<file path="src/rtl/seg7_pkg.sv">
// Shared constants for the seven-segment scan controller: active-low
// glyphs for hex digits 0-F and the polarity encodings of an/seg/dp.
package seg7_pkg;

   // Segment order is {g,f,e,d,c,b,a}; a 0 lights the segment.
   localparam logic [6:0] GLYPH_0 = 7'h40;
   localparam logic [6:0] GLYPH_1 = 7'h79;
   localparam logic [6:0] GLYPH_2 = 7'h24;
   localparam logic [6:0] GLYPH_3 = 7'h30;
   localparam logic [6:0] GLYPH_4 = 7'h19;
   localparam logic [6:0] GLYPH_5 = 7'h12;
   localparam logic [6:0] GLYPH_6 = 7'h02;
   localparam logic [6:0] GLYPH_7 = 7'h78;
   localparam logic [6:0] GLYPH_8 = 7'h00;
   localparam logic [6:0] GLYPH_9 = 7'h10;
   localparam logic [6:0] GLYPH_A = 7'h08;
   localparam logic [6:0] GLYPH_B = 7'h03;
   localparam logic [6:0] GLYPH_C = 7'h46;
   localparam logic [6:0] GLYPH_D = 7'h21;
   localparam logic [6:0] GLYPH_E = 7'h06;
   localparam logic [6:0] GLYPH_F = 7'h0E;

   // All segments dark.
   localparam logic [6:0] SEG_BLANK = 7'h7F;

   // Anode and decimal point are active-low as well.
   localparam logic AN_ON   = 1'b0;
   localparam logic AN_OFF  = 1'b1;
   localparam logic DP_ON   = 1'b0;
   localparam logic DP_OFF  = 1'b1;

endpackage

</file>
<file path="src/rtl/seg7_hex_decode.sv">
// Combinational hex nibble to active-low seven-segment glyph.
module seg7_hex_decode
   import seg7_pkg::*;
(
   input  logic [3:0] nibble,
   output logic [6:0] glyph
);

   // Map each nibble to its glyph; A-F render as A, b, C, d, E, F.
   always_comb begin
      glyph = SEG_BLANK;
      case (nibble)
         4'h0: glyph = GLYPH_0;
         4'h1: glyph = GLYPH_1;
         4'h2: glyph = GLYPH_2;
         4'h3: glyph = GLYPH_3;
         4'h4: glyph = GLYPH_4;
         4'h5: glyph = GLYPH_5;
         4'h6: glyph = GLYPH_6;
         4'h7: glyph = GLYPH_7;
         4'h8: glyph = GLYPH_8;
         4'h9: glyph = GLYPH_9;
         4'hA: glyph = GLYPH_A;
         4'hB: glyph = GLYPH_B;
         4'hC: glyph = GLYPH_C;
         4'hD: glyph = GLYPH_D;
         4'hE: glyph = GLYPH_E;
         4'hF: glyph = GLYPH_F;
      endcase
   end

endmodule

</file>
<file path="src/rtl/seg7_scan_ctrl.sv">
// Multiplexed seven-segment display scanner. A prescaler holds each digit
// active for REFRESH_DIV clocks; new data is staged in a shadow register and
// only copied to the display register at the frame boundary so a frame is
// never drawn with a mix of old and new digits.
module seg7_scan_ctrl
   import seg7_pkg::*;
#(
   parameter int NUM_DIGITS  = 8,
   parameter int REFRESH_DIV = 100000
)(
   input  logic                    clk,
   input  logic                    rst,
   input  logic [4*NUM_DIGITS-1:0] data_in,
   input  logic [NUM_DIGITS-1:0]   dp_in,
   input  logic                    load,
   input  logic [NUM_DIGITS-1:0]   digit_en,
   input  logic                    blank_lz,
   output logic [NUM_DIGITS-1:0]   an,
   output logic [6:0]              seg,
   output logic                    dp,
   output logic                    frame_done
);

   localparam int PW = $clog2(REFRESH_DIV);
   localparam int IW = (NUM_DIGITS > 1) ? $clog2(NUM_DIGITS) : 1;
   localparam logic [PW-1:0] CNT_MAX  = PW'(REFRESH_DIV - 1);
   localparam logic [IW-1:0] IDX_LAST = IW'(NUM_DIGITS - 1);

   logic [PW-1:0]           cnt;
   logic [IW-1:0]           idx;
   logic [4*NUM_DIGITS-1:0] shadow_data;
   logic [NUM_DIGITS-1:0]   shadow_dp;
   logic [4*NUM_DIGITS-1:0] disp_data;
   logic [NUM_DIGITS-1:0]   disp_dp;
   logic                    tc;
   logic                    frame_end;

   logic [3:0]              cur_nib;
   logic                    cur_dp;
   logic                    cur_en;
   logic                    cur_lz;
   logic                    zero_run;
   logic [6:0]              glyph;
   logic [NUM_DIGITS-1:0]   an_next;
   logic [6:0]              seg_next;
   logic                    dp_next;

   assign tc        = (cnt == CNT_MAX);
   assign frame_end = tc && (idx == IDX_LAST);

   // Prescaler and digit index: the index steps once per terminal count.
   always_ff @(posedge clk) begin
      if (rst) begin
         cnt <= '0;
         idx <= '0;
      end else if (tc) begin
         cnt <= '0;
         idx <= (idx == IDX_LAST) ? '0 : idx + 1'b1;
      end else begin
         cnt <= cnt + 1'b1;
      end
   end

   // Shadow captures every load; display refreshes only at the frame
   // boundary, taking data_in directly when a load lands on that same edge.
   always_ff @(posedge clk) begin
      if (rst) begin
         shadow_data <= '0;
         shadow_dp   <= '0;
         disp_data   <= '0;
         disp_dp     <= '0;
      end else begin
         if (load) begin
            shadow_data <= data_in;
            shadow_dp   <= dp_in;
         end
         if (frame_end) begin
            disp_data <= load ? data_in : shadow_data;
            disp_dp   <= load ? dp_in   : shadow_dp;
         end
      end
   end

   // Frame pulse lands in the cycle after the last digit's terminal count.
   always_ff @(posedge clk) begin
      if (rst) frame_done <= 1'b0;
      else     frame_done <= frame_end;
   end

   // Select the active digit and decide whether it is a leading zero,
   // scanning from the most significant digit down.
   always_comb begin
      cur_nib  = 4'h0;
      cur_dp   = 1'b0;
      cur_en   = 1'b0;
      cur_lz   = 1'b0;
      zero_run = 1'b1;
      an_next  = {NUM_DIGITS{AN_OFF}};
      for (int i = NUM_DIGITS - 1; i >= 0; i--) begin
         zero_run = zero_run && (disp_data[4*i +: 4] == 4'h0);
         if (idx == i[IW-1:0]) begin
            cur_nib = disp_data[4*i +: 4];
            cur_dp  = disp_dp[i];
            cur_en  = digit_en[i];
            cur_lz  = zero_run && (i != 0);
            if (digit_en[i]) an_next[i] = AN_ON;
         end
      end
   end

   seg7_hex_decode u_decode (
      .nibble (cur_nib),
      .glyph  (glyph)
   );

   // Segment and decimal point for the active digit; disabled digits go dark.
   always_comb begin
      seg_next = SEG_BLANK;
      dp_next  = DP_OFF;
      if (cur_en) begin
         seg_next = (blank_lz && cur_lz) ? SEG_BLANK : glyph;
         dp_next  = cur_dp ? DP_ON : DP_OFF;
      end
   end

   // Registered pin drivers, dark while in reset.
   always_ff @(posedge clk) begin
      if (rst) begin
         an  <= {NUM_DIGITS{AN_OFF}};
         seg <= SEG_BLANK;
         dp  <= DP_OFF;
      end else begin
         an  <= an_next;
         seg <= seg_next;
         dp  <= dp_next;
      end
   end

endmodule

</file>
<file path="config.mk">
export PLATFORM = sky130hd
export DESIGN_NAME = seg7_scan_ctrl
export DESIGN_NICKNAME = d
export VERILOG_FILES = /design/src/rtl/seg7_pkg.sv /design/src/rtl/seg7_hex_decode.sv /design/src/rtl/seg7_scan_ctrl.sv
export SDC_FILE = /design/constraint.sdc
export NUM_CORES = 1
export LEC_CHECK = 0
export CORE_MARGIN = 2
export CORE_UTILIZATION = 30
export DETAILED_ROUTE_END_ITERATION = 10
export DONT_BUFFER_PORTS = 1
export PLACE_DENSITY_LB_ADDON = 0.12
export SYNTH_ARGS = -nofsm -noshare
export SYNTH_HDL_FRONTEND = slang
export SYNTH_SLANG_ARGS = --single-unit
</file>
<file path="constraint.sdc">
create_clock -name clk -period 2.8 [get_ports clk]
set_input_delay 0.14 -clock clk [delete_from_list [all_inputs] [get_ports clk]]
set_output_delay 0.14 -clock clk [all_outputs]
set_load 0.005 [all_outputs]
</file>
* Word level (Yosys, flattened, before mapping)
Memories as Yosys holds them, arrays and structs flattened. A register that Yosys moved wholly into a read port is not among the register bits. Index checks and enable logic that the tools add are counted.
Storage, ports and cells: input port bits 52, bits in read-only memories 112, register bits 110, latch bits 0, memories kept 1, logic and storage cells 107, memory bits (writable) 0, output and inout port bits 17
Operators by class: add/sub/neg operators 2, shift-type cells 0, magnitude comparators 0, equal/unequal tests 8, bitwise operators 9, multiply operators 0, divide/modulo/power cells 0, reduce and logical (&&, ||, !) cells 27, mux-type cells 44
Memory list:
- (no name shown) | depth 16, width 7, rd ports 1, clocked after Yosys merged registers in 1, wr ports 0, line seg7_hex_decode.sv:12 | case (nibble)
Operators with widths (number):
- two-way mux 1 bit | 33
- two-way mux 32 bit | 1
- two-way mux 4 bit | 8
- zero test 4 bit | 7
- OR reduction 2 bit | 10
- adder 17 x 1 -> 17 bit, second input constant | 1
- == test 17 bit, second input constant | 1
- == test 3 bit, second input constant | 4
- inverter 1 bit | 9
- logical AND 1 bit | 8
- two-way mux 8 bit | 1
- == test 3 x 2 -> 1 bit, second input constant | 2
- adder 3 x 1 -> 3 bit, second input constant | 1
- == test 3 x 1 -> 1 bit, second input constant | 1
- zero test 3 bit | 1
- two-way mux 3 bit | 1
- OR reduction 3 bit | 1

* Logic depth before layout (Yosys ltp)
depth in word-level cells 11, mapped depth 14, mapped depth without buffers 13

* Modules after synthesis
From an unflattened synthesis, not the netlist that was laid out.
Unflattened totals: cells, all modules 514, area, all modules 4954.8 µm²
By module, submodules not included:
- seg7_scan_ctrl | seq. area each 2342.2 µm², area an instance 4679.5 µm², times used 1, cells an instance 482
- seg7_hex_decode | seq. area each 0.0 µm², area an instance 275.3 µm², times used 1, cells an instance 32

* Worst setup path after synthesis
Ideal clock, no wire load.
path kind reg2reg, from reg idx[2], to reg seg[3], data required time 2.681 ns, setup slack 0.265 ns, buffers on the path 1, period minus slack after synthesis 2.535 ns, arrival 2.416 ns, library setup time 0.119 ns, stages on the path, launching flop included 14, cell sequence dfxtp_1 buf_2 inv_1 ha_1 nor2b_1 o21a_1 a211oi_1 o22ai_1 inv_1 ha_1 inv_1 nor2_1 a211oi_1 o21ai_1
On the way: longest elaborated chain between the ends 11, elaborated cells between the ends (all ways) 35, classes of those cells 7 x eq/ne; 24 x mux; 1 x bitwise; 3 x reduce/logical
RTL lines:
- start, declared | line seg7_scan_ctrl.sv:30 | logic [IW-1:0] idx;
- start signal, assigned | line seg7_scan_ctrl.sv:58 | idx <= (idx == IDX_LAST) ? '0 : idx + 1'b1;
- == test 3 bit | line seg7_scan_ctrl.sv:101 | if (idx == i[IW-1:0]) begin
- two-way mux 1 bit (8 in series) | line seg7_scan_ctrl.sv:101
- logical AND 1 bit or inverter 1 bit (tied branches)
- OR reduction 3 bit (no source line)
- end, declared | line seg7_scan_ctrl.sv:19 | output logic [6:0] seg,
Parallel ways exist; a longest one is shown, timed or not. A chain may end at the register's enable or synchronous reset.

* Final worst setup path
Same ends and word-level chain as after synthesis.

==> impl_metrics.env <==
export IMPL_status="finished, final reports clean"
export IMPL_p_int_mw=3.39
export IMPL_drt_iter0_drc=174
export IMPL_min_path_type="input pin to flop"
export IMPL_dieWidth_um=133
export IMPL_setup_viol=0
export IMPL_detail_route_antenna_nets=0
export IMPL_rsz0062_at_grt="no"
export IMPL_antenna_found_initial=0
export IMPL_ys_seq_elements=117
export IMPL_whs_ns=0.0233
export IMPL_io_pins=69
export IMPL_async_flop_share_pct=0
export IMPL_layout_cells_most_common="dfxtp_1"
export IMPL_synth_cell_types=56
export IMPL_core_area_um2=16300
export IMPL_vdd_drop_max_mv=0.426
export IMPL_drc=0
export IMPL_crit_top_cell="inv_1"
export IMPL_netlist_area_um2=4960
export IMPL_clock_sinks=117
export IMPL_layout_worst_path_cycle_share_pct=93.3
export IMPL_arrival_ns=2.91
export IMPL_fp_dieH_um=133
export IMPL_fin_nets=720
export IMPL_syn_to_final_growth_pct=36.5
export IMPL_cp_max_fo=9
export IMPL_final_cell_mix="dfxtp_1, dlygate4sd3_1, nor2_1"
export IMPL_required_ns=3.10
export IMPL_critPathTopFamily="compound AO/OA/AOI/OAI gates"
export IMPL_synth_avg_cell_area_um2=8.82
export IMPL_yosys_warnings=0
export IMPL_powerDensity_nw_per_um2=623
export IMPL_setup_worst_path_start_class="flop"
export IMPL_gp_congestion=0.892
export IMPL_wl_um=13100
export IMPL_cpPeakStageDelay_ns=0.52
export IMPL_crit_type="flop to flop"
export IMPL_total_leakage_power_nw=2.60
export IMPL_worst_path_buf_inv=3
export IMPL_cts_path_max_buffers=2
export IMPL_synth_edf_count=0
export IMPL_maxCapViolations=0
export IMPL_final_core_util_pct=41.5
export IMPL_tightest_slew_ns=0.608
export IMPL_fin_skew_ns=0.00730
export IMPL_drt_pre_antenna_iters=4
export IMPL_clock_latency_ns=0.41
export IMPL_cts_root_buffer="clkbuf_16"
export IMPL_crit_path_top_delay_cell="dfxtp_1"
export IMPL_net_switching_power_mw=0.835
export IMPL_grt_ovfl_total=0
export IMPL_synth_ff_type="dfxtp_1"
export IMPL_finalPower_mw=4.22
export IMPL_grt_usage_pct=15.4
export IMPL_vias=4178
export IMPL_initial_core_util_pct=30.4
export IMPL_clkTransAtPathRegs_ns=0.05
export IMPL_drive_gt1_share_pct=9.75
export IMPL_grt_max_degree=52
export IMPL_syn_nets=628
export IMPL_dieArea_um2=17600
export IMPL_grt_pass1_vias=4105
export IMPL_slew_violations=0
export IMPL_cts_setup_buffers=0
export IMPL_avgRoutedWirePerCell_um=14.8
export IMPL_numCtsBuffers=17
export IMPL_crit_path_cell_trace="inv_1 -> ha_1 -> nor2b_2 -> o21a_1 -> a211oi_1 -> o22ai_1 -> inv_1 -> ha_1 -> inv_1 -> nor2_1 -> a211oi_1 -> o21ai_1"
export IMPL_diodes=0
export IMPL_hold_viol=0
export IMPL_vias_per_cell=4.71
export IMPL_finalCriticalPeriod_ns=2.61
export IMPL_htreeDepth=4
export IMPL_port_buffers=0
export IMPL_fmax_mhz=383
export IMPL_hpwl_um=9170
export IMPL_grt_pass1_wl_um=21100
export IMPL_tns_ns=0
export IMPL_std_cell_rows=47
export IMPL_power_frac_clock_pct=53.5
export IMPL_power_frac_comb_pct=5.7
export IMPL_max_slew_margin_rel_pct=59.5
export IMPL_crit_path_end_kind="flop"
export IMPL_synth_seq_area_share_pct=47.2
export IMPL_cts_tree="yes"
export IMPL_synth_cells=563
export IMPL_p_sw_share_pct=19.8
export IMPL_p_seq_share_pct=40.8
==> flip-flops by register name, summed over array words and instances, names as in the netlist <==
name         cells
disp_data       32
dp               1
seg              7
shadow_dp        8
shadow_data     32
disp_dp          8
frame_done       1
cnt             17
an               8
idx              3
==> power by group through the flow <==
stage	combinational (mW)	clock (mW)	sequential [mW]
2_1_floorplan	0.105	0	1.75
3_3_place_gp	0.102	0	1.76
3_5_place_dp	0.103	0	1.76
4_1_cts	0.242	2.32	1.72
5_1_grt	0.264	2.40	1.73
6_report	0.241	2.26	1.72
==> worst paths after layout <==
kind / endpoint / start / depth (start not counted) / slack [ns]
setup / recovery: seg[3]$_SDFF_PP1_ / idx[2]$_SDFFE_PP0N_ / 12 / 0.19
setup reg to reg: seg[3]$_SDFF_PP1_ / idx[2]$_SDFFE_PP0N_ / 12 / 0.19
hold reg to reg: cnt[0]$_SDFF_PP0_ / cnt[0]$_SDFF_PP0_ / 1 / 0.44
hold / removal: disp_data[29]$_SDFFE_PP0P_ / load / 2 / 0.02
==> layer usage <==
| metal | part of all wire, % | wire length [µm] | vias to the layer above | global-route usage, % |
|---|---|---|---|---|
| met4 | 1.9 | 253 | 0 | 6.75 |
| met3 | 3.4 | 441 | 18 | 3.52 |
| met1 | 49 | 6380 | 1972 | 20.2 |
| met2 | 46 | 6010 | 73 | 24.2 |
| li1 | - | - | 2115 | - |
| met5 | 0 | 0 | - | 0 |
==> cells by family after synthesis <==
logic type,synth area share (%)
DFF,47.2
muxes,8.27
xor gates and xnor gates,2.82
AOI/OAI and AO/OA,13.3
and+or+nand+nor,21.1
adders and majority gates,3.28
buffers and inverters,4.03
==> cell usage after synthesis, types with 2 or more instances <==
library cell    n  area, µm²
nand3b_1        7       52.6
nand2_1        68        255
a211oi_1        4       30.0
mux2i_1        41        410
nor3_1          5       25.0
o21a_1          4       30.0
nand3_1        20        100
inv_1          17       63.8
o21ai_1        45        225
a21o_1          2       15.0
a22o_1          2       17.5
and3_1          6       37.5
o21ai_0         8       40.0
xnor2_1         7       61.3
a21oi_1        15       75.1
o211ai_1        2       15.0
dfxtp_1       117       2340
and2b_1         2       15.0
nor2b_1         8       50.1
xor2_1          9       78.8
nor3b_1         8       60.1
buf_2           7       35.0
a31oi_1         3       18.8
and2_1          3       18.8
nor2_1         80        300
o22ai_1         2       12.5
ha_1           13        163
nand2b_1        4       25.0
nand4_1         2       12.5
o211ai_2        2       25.0
clkbuf_1       22       82.6
nor4_1          3       18.8
buf_4           2       15.0
==> layout make-up <==
type / instances / area (µm²)
Fill cell: 1695 / 9570
Multi-Input combinational cell: 397 / 2450
Sequential cell: 117 / 2340
Timing Repair Buffer: 104 / 1020
Clock buffer: 22 / 464
Tap cell: 220 / 275
Clock inverter: 9 / 151
Inverter: 18 / 67.6
==> repair_timing <==
| action | in CTS | in global routing |
|---|---|---|
| gates resized for setup | 0 | 8 |
| endpoints found under the hold margin | 92 | 0 |
| endpoints found under the setup margin | 0 | 4 |
| hold buffers | 90 | 0 |
==> metrics by stage <==
| step | instances | cell area [µm²] | setup slack, ns |
|---|---|---|---|
| after CTS | 887 | 6750 | 0.0736 |
| after global placement | 766 | 5220 | 0.244 |
| after global routing | 887 | 6780 | 0.0235 |
| after detailed placement | 766 | 5220 | 0.0944 |
| final | 887 | 6780 | 0.187 |
| after floorplan | 563 | 4960 | 0.265 |
Power figures use the tool's default switching activity.
